--- config.mk ---
export PLATFORM = sky130hd
export DESIGN_NAME = id_stage
export DESIGN_NICKNAME = d
export VERILOG_FILES = /design/src/rtl/id_stage.sv
export SDC_FILE = /design/constraint.sdc
export NUM_CORES = 1
export LEC_CHECK = 0
export ABC_AREA = 1
export BUFFER_PORTS_ARGS = -buffer_cell sky130_fd_sc_hd__buf_2
export CELL_PAD_IN_SITES_DETAIL_PLACEMENT = 0
export CELL_PAD_IN_SITES_GLOBAL_PLACEMENT = 1
export CORE_AREA = 2 2 80 82
export DETAILED_ROUTE_END_ITERATION = 12
export DIE_AREA = 0 0 82 84
export PLACE_DENSITY_LB_ADDON = 0.12
export SLEW_MARGIN = 0
export SYNTH_ARGS = -nofsm -noshare
export SYNTH_HDL_FRONTEND = slang
export SYNTH_SLANG_ARGS = --single-unit
--- constraint.sdc ---
create_clock -name clk -period 2.5 [get_ports clk]
set_input_delay 0.75 -clock clk [delete_from_list [all_inputs] [get_ports clk]]
set_output_delay 0.75 -clock clk [all_outputs]
set_load 0.005 [all_outputs]
--- src/rtl/id_stage.sv ---
// id_stage -- instruction decode and issue stage of the scalar pipeline.
//
// Splits a 12-bit instruction word {opcode, rd, rs1, rs2} into regfile and
// ALU control fields and registers them as the ID/EX pipeline register.
// A small writeback scoreboard remembers the destination of each
// instruction still in flight and holds off any ALU instruction that would
// read one of those registers before its result reaches the regfile.
//
// Ports:
//   clk        rising-edge clock
//   rst_n      synchronous active-low reset
//   in_valid   fetch presents a valid instruction
//   instr      instruction word {opcode[11:9], rd[8:6], rs1[5:3], rs2[2:0]}
//   in_ready   stage accepts instr this cycle (combinational)
//   out_valid  registered outputs carry an issued instruction
//   opcode     ALU opcode
//   adr1       destination register
//   adr2       source 1 register
//   adr3       source 2 register
//   write      regfile write enable
//   read2      regfile port-2 read enable
//   read3      regfile port-3 read enable
//   select     1 = immediate to regfile, 0 = ALU result
//   dat        zero-extended immediate data
//   stall_cnt  saturating count of hazard-stall cycles
module id_stage #(
  parameter int DATA_W = 12,
  parameter int ADDR_W = 3,
  parameter int WB_LAT = 2
) (
  input  logic              clk,
  input  logic              rst_n,
  input  logic              in_valid,
  input  logic [11:0]       instr,
  output logic              in_ready,
  output logic              out_valid,
  output logic [2:0]        opcode,
  output logic [ADDR_W-1:0] adr1,
  output logic [ADDR_W-1:0] adr2,
  output logic [ADDR_W-1:0] adr3,
  output logic              write,
  output logic              read2,
  output logic              read3,
  output logic              select,
  output logic [DATA_W-1:0] dat,
  output logic [7:0]        stall_cnt
);

  localparam logic [2:0] OP_LDI = 3'b000;

  // Raw instruction fields
  logic [2:0]        op_s;
  logic [ADDR_W-1:0] rd_s;
  logic [ADDR_W-1:0] rs1_s;
  logic [ADDR_W-1:0] rs2_s;

  // Decoded control fields for the instruction currently presented
  logic [ADDR_W-1:0] dec_adr1_s;
  logic [ADDR_W-1:0] dec_adr2_s;
  logic [ADDR_W-1:0] dec_adr3_s;
  logic              dec_write_s;
  logic              dec_read2_s;
  logic              dec_read3_s;
  logic              dec_select_s;
  logic [DATA_W-1:0] dec_dat_s;

  // Scoreboard of in-flight destinations; entry 0 is the youngest
  logic              sb_valid_r [WB_LAT];
  logic [ADDR_W-1:0] sb_addr_r  [WB_LAT];

  logic match_s;
  logic hazard_s;
  logic accept_s;

  assign op_s  = instr[11:9];
  assign rd_s  = ADDR_W'(instr[8:6]);
  assign rs1_s = ADDR_W'(instr[5:3]);
  assign rs2_s = ADDR_W'(instr[2:0]);

  // Decode the presented instruction into regfile/ALU control fields
  always_comb begin
    dec_adr1_s   = {ADDR_W{1'b0}};
    dec_adr2_s   = {ADDR_W{1'b0}};
    dec_adr3_s   = {ADDR_W{1'b0}};
    dec_write_s  = 1'b0;
    dec_read2_s  = 1'b0;
    dec_read3_s  = 1'b0;
    dec_select_s = 1'b0;
    dec_dat_s    = {DATA_W{1'b0}};
    case (op_s)
      OP_LDI: begin
        // LDI reuses the rs1/rs2 bit positions as a 6-bit immediate
        dec_adr1_s   = rd_s;
        dec_write_s  = 1'b1;
        dec_select_s = 1'b1;
        dec_dat_s    = DATA_W'(instr[5:0]);
      end
      3'b001, 3'b010, 3'b011, 3'b100, 3'b101, 3'b110, 3'b111: begin
        dec_adr1_s  = rd_s;
        dec_adr2_s  = rs1_s;
        dec_adr3_s  = rs2_s;
        dec_write_s = 1'b1;
        dec_read2_s = 1'b1;
        dec_read3_s = 1'b1;
      end
      default: begin
        dec_write_s = 1'b0;
      end
    endcase
  end

  // RAW hazard: any source matches a valid in-flight destination.
  // An entry dropping off at this edge is still compared, which is what
  // makes a dependent stall exactly WB_LAT cycles behind its producer.
  always_comb begin
    match_s = 1'b0;
    for (int i = 0; i < WB_LAT; i++) begin
      match_s = match_s |
                (sb_valid_r[i] & ((sb_addr_r[i] == rs1_s) | (sb_addr_r[i] == rs2_s)));
    end
    hazard_s = match_s & (op_s != OP_LDI);
  end

  assign in_ready = rst_n & ~hazard_s;
  assign accept_s = in_valid & in_ready;

  // Scoreboard shift register; one slot per edge until writeback
  always_ff @(posedge clk) begin
    if (!rst_n) begin
      for (int i = 0; i < WB_LAT; i++) begin
        sb_valid_r[i] <= 1'b0;
        sb_addr_r[i]  <= {ADDR_W{1'b0}};
      end
    end else begin
      sb_valid_r[0] <= accept_s;
      sb_addr_r[0]  <= accept_s ? rd_s : {ADDR_W{1'b0}};
      for (int i = 1; i < WB_LAT; i++) begin
        sb_valid_r[i] <= sb_valid_r[i-1];
        sb_addr_r[i]  <= sb_addr_r[i-1];
      end
    end
  end

  // ID/EX pipeline register; a bubble kills only the enables and keeps
  // the data fields stable to avoid needless toggling downstream
  always_ff @(posedge clk) begin
    if (!rst_n) begin
      out_valid <= 1'b0;
      opcode    <= 3'b000;
      adr1      <= {ADDR_W{1'b0}};
      adr2      <= {ADDR_W{1'b0}};
      adr3      <= {ADDR_W{1'b0}};
      write     <= 1'b0;
      read2     <= 1'b0;
      read3     <= 1'b0;
      select    <= 1'b0;
      dat       <= {DATA_W{1'b0}};
    end else if (accept_s) begin
      out_valid <= 1'b1;
      opcode    <= op_s;
      adr1      <= dec_adr1_s;
      adr2      <= dec_adr2_s;
      adr3      <= dec_adr3_s;
      write     <= dec_write_s;
      read2     <= dec_read2_s;
      read3     <= dec_read3_s;
      select    <= dec_select_s;
      dat       <= dec_dat_s;
    end else begin
      out_valid <= 1'b0;
      write     <= 1'b0;
      read2     <= 1'b0;
      read3     <= 1'b0;
    end
  end

  // Saturating hazard-stall counter
  always_ff @(posedge clk) begin
    if (!rst_n) begin
      stall_cnt <= 8'd0;
    end else if (in_valid && hazard_s && (stall_cnt != 8'hFF)) begin
      stall_cnt <= stall_cnt + 8'd1;
    end else begin
      stall_cnt <= stall_cnt;
    end
  end

endmodule

==> results.txt <==
----------------------------------------------------
[Floorplanning]
  Initial core utilization ... between 20 and 30%
  Die width ... around 82 um
  I/O pin count ... 53
  Height of the chip ... around 84 um
  Num rows ... 29
  CORE AREA ... 6100 um2
  Die ar. ... 6890 um2

[Drt]
  DRC marker count from the first detailed-route iteration ... 55
  Drt total wl ... around 4.4 mm
  DRT antenna net count ... 0
  Via/cell ratio ... between 4 and 5
  Number of remaining DRC errors ... 0
  Total via count in the routed design ... around 1600
  Detail-routed net length per standard cell ... 11.4 um
  Pre-Repair DR Iteration Count ... 4

[Power and ir drop]
  Pleak ... 0.00119 uW
  VDD IR-drop max ... 0.209 mV
  Total Power ... approximately 1300 uW
  Power per cell area ... approximately 600 nW/um2

[Timing]
  Post-Route Hold Slack ... 0.459 ns
  Upper clock frequency limit ... 418 MHz
  Setup repair after global routing missed its margin ... false
  PnR worst setup slack ... 0.106 ns
  Setup TNS after final layout ... 0 ns
  Worst Skew ... about 0.0084 ns
  Shortest clock period the worst path allows after layout ... between 2 and 2.5 ns
  Pins Over Slew Limit ... 0
  Final worst-path cycle share ... between 90% and 100%
  Number of endpoints failing setup at the final stage ... 0
  Count of endpoints failing hold in the final timing report ... 0

[Worst hold path]
  Hold crit path type ... register to register
  Beginning of the worst hold path ... opcode[2]
  Hold Crit Depth ... 2

[Setup path]
  Critical Path End Type ... output port
  Req. time, crit path ... approximately 1.8 ns
  Path length in cells of the critical path ... 12
  Highest fanout seen on the critical path ... 5
  Startpoint type of the worst setup path ... primary input
  Reg-to-reg startpoint ... sb_addr_r[0][0]
  Slowest CP cell ... sky130_fd_sc_hd__buf_2
  Critical path origin ... instr[3]
  Worst path cell trace ... buf_2 > inv_1 > nand2_1 > nand2_1 > nand3_1 > nand2_1 > nand2_2 > nand2_4 > nand2_4 > nand2_1 > inv_1 > buf_2
  Cell depth of the worst flop-to-flop path ... 13
  Critical path's most frequent cell ... sky130_fd_sc_hd__nand2_1
  Data arrival time of the critical path ... approximately 1.6 ns
  Crit-path max cell delay ... 0.12 ns
  Number of buffers and inverters on the critical path ... 4
  Cell family contributing the most delay on the critical path ... simple AND/OR/NAND/NOR gates
  Category of the most critical setup path ... primary input to output port

[Logic synthesis]
  Number of distinct library cells after synthesis ... 25
  Syn. warnings ... 0
  Synth Area in Compound Gates ... under 10%
  Proportion of netlist area held by the largest area contributor ... about 42%
  Number of enable flip-flop cells after synthesis ... 0
  Cell area after synthesis ... approximately 1800 um2
  Leading cell type by number of instances after synthesis ... sky130_fd_sc_hd__nand2_1
  Async S/R FF share, synth ... 0%
  Adder and majority gate portion of the synthesized area ... 0.711%
  Mux contribution to synthesized area ... 0%
  Commonest cells post-synth ... sky130_fd_sc_hd__nand2_1, sky130_fd_sc_hd__inv_1, sky130_fd_sc_hd__dfxtp_1
  Synthesized flop and latch total ... 37
  Syn Area/Cell ... between 6 and 7 um2
  Post-Syn Instances ... between 200 and 300
  Simple-gate area share of the yosys netlist ... 34.6%
  Largest area contributor in the synthesized netlist ... sky130_fd_sc_hd__dfxtp_1
  Dominant combinational cell family by area after synthesis ... simple AND/OR/NAND/NOR gates
  Parity-gate share of the synthesized area counting xor and xnor cells ... 0.996%
  Most used DFF post-synth ... sky130_fd_sc_hd__dfxtp_1
  Top post-synthesis cells by area ... sky130_fd_sc_hd__dfxtp_1, sky130_fd_sc_hd__nand2_1, sky130_fd_sc_hd__inv_1
  Part of the Yosys area used for sequential elements ... ~42%

[Global routing]
  Overall routing resource usage ... 14.2%
  Total grt overflow ... 0
  Via count of the first global-routing pass ... between 1000 and 1500
  Largest net degree at the start of global routing ... 25
  Number of antenna violations at the first check in global routing ... 0
  First-pass GRT wire length ... between 7 and 8 mm

[Run status]
  Run status ... finished clean

[Clock tree]
  Clock slew seen by the registers of the worst setup and hold paths ... roughly 0.08 ns
  Post-CTS Setup Repair Bufs ... 0
  Level count of the clock H-tree ... 2
  CTS-repair resized insts ... 0
  Number of CTS-inserted buffers ... 5
  Number of sinks handled by clock tree synthesis ... 37
  Buffer levels on the longest clock path ... 2
  Clock network latency to the later pin of the worst-skew pair ... just under 0.3 ns
  # hold bufs at CTS ... 0
  Clock tree root driver cell ... sky130_fd_sc_hd__clkbuf_8
  Clock tree from TritonCTS ... built

[Placement]
  Gpl congestion ... between 0.7 and 0.8
  Placement Setup Slack ... between 0.09 and 0.1 ns
  Port-buffer cells ... 46
  Half-perimeter wire length of the detailed placement result ... approximately 3.4 mm

[Flow run]
  MaxCap Viol Count ... 0

[Final layout]
  Fraction of the core area covered by cells at the end of the flow ... roughly 36%
  Antenna diode count ... 0
  Layout cells sized above 1 ... 22.8%
  Area growth syn-to-layout ... 23.1%
  Final net count ... roughly 330

----------------------------------------------------
final timing paths:
kind | slack [ns] | to
max reg2reg | 0.71 | dat[5]
max | 0.11 | in_ready
min reg2reg | 0.46 | opcode[2]
min | 0.46 | opcode[2]
area by class of cell:
type	count	area, um2
Clock buffer	7	96.3
Clock inverter	1	8.76
Fill cell	689	3930
Inverter	46	173
Multi-Input combinational cell	169	763
Sequential cell	37	741
Tap cell	77	96.3
Timing Repair Buffer	52	288
through the flow:
| stage | area (um2) | std cells |
|---|---|---|
| after global placement | 2060 | 381 |
| final | 2170 | 389 |
| after global routing | 2170 | 389 |
| after detailed placement | 2060 | 381 |
| after floorplan | 1780 | 267 |
| after CTS | 2170 | 389 |
logic make-up after synthesis:
logic type / after synthesis
buffers and inverters: 61
adder cells (fa/ha/maj): 1
flip-flops: 37
AO/OA/AOI/OAI: 20
AND/OR/NAND/NOR: 140
XOR/XNOR: 2
other: 1
tightest hold or removal path: cells and delay by family (launching register included):
kind	cells	cell delay [ns]
flops	1	0.31
simple gates	2	0.11
cells in the final DEF, fill, tap and decap left out, drive strengths merged:
cell type / instances
o21ai: 8
ha: 1
xnor2: 1
inv: 47
nand3: 17
dfxtp: 37
clkbuf: 7
buf: 52
nor2: 27
nor3: 2
a21oi: 11
nand2: 87
xor2: 1
nand4: 7
o21bai: 1
conb: 6
registers in the layout (all words and copies together), names as in the netlist:
| register | cells |
|---|---|
| adr1 | 3 |
| adr2 | 3 |
| adr3 | 3 |
| dat | 6 |
| opcode | 3 |
| read3 | 1 |
| sb_addr_r | 6 |
| sb_valid_r | 2 |
| select | 1 |
| stall_cnt | 8 |
| write | 1 |
routing by layer:
metal | share of wire, % | GRT usage (%)
met2 | 49 | 23.4
met5 | 0 | 0
met4 | 1.5 | 5.00
met3 | 5.8 | 4.00
met1 | 44 | 17.3
power breakdown:
group	leakage, uW	internal (uW)	total [uW]	switching, uW
clock network	0.0000549	255	489	234
registers	0.000303	618	634	16.0
logic	0.000828	65.0	162	97.4
total	0.00119	938	1280	347
Note: power is estimated with default switching activity, not from simulation.
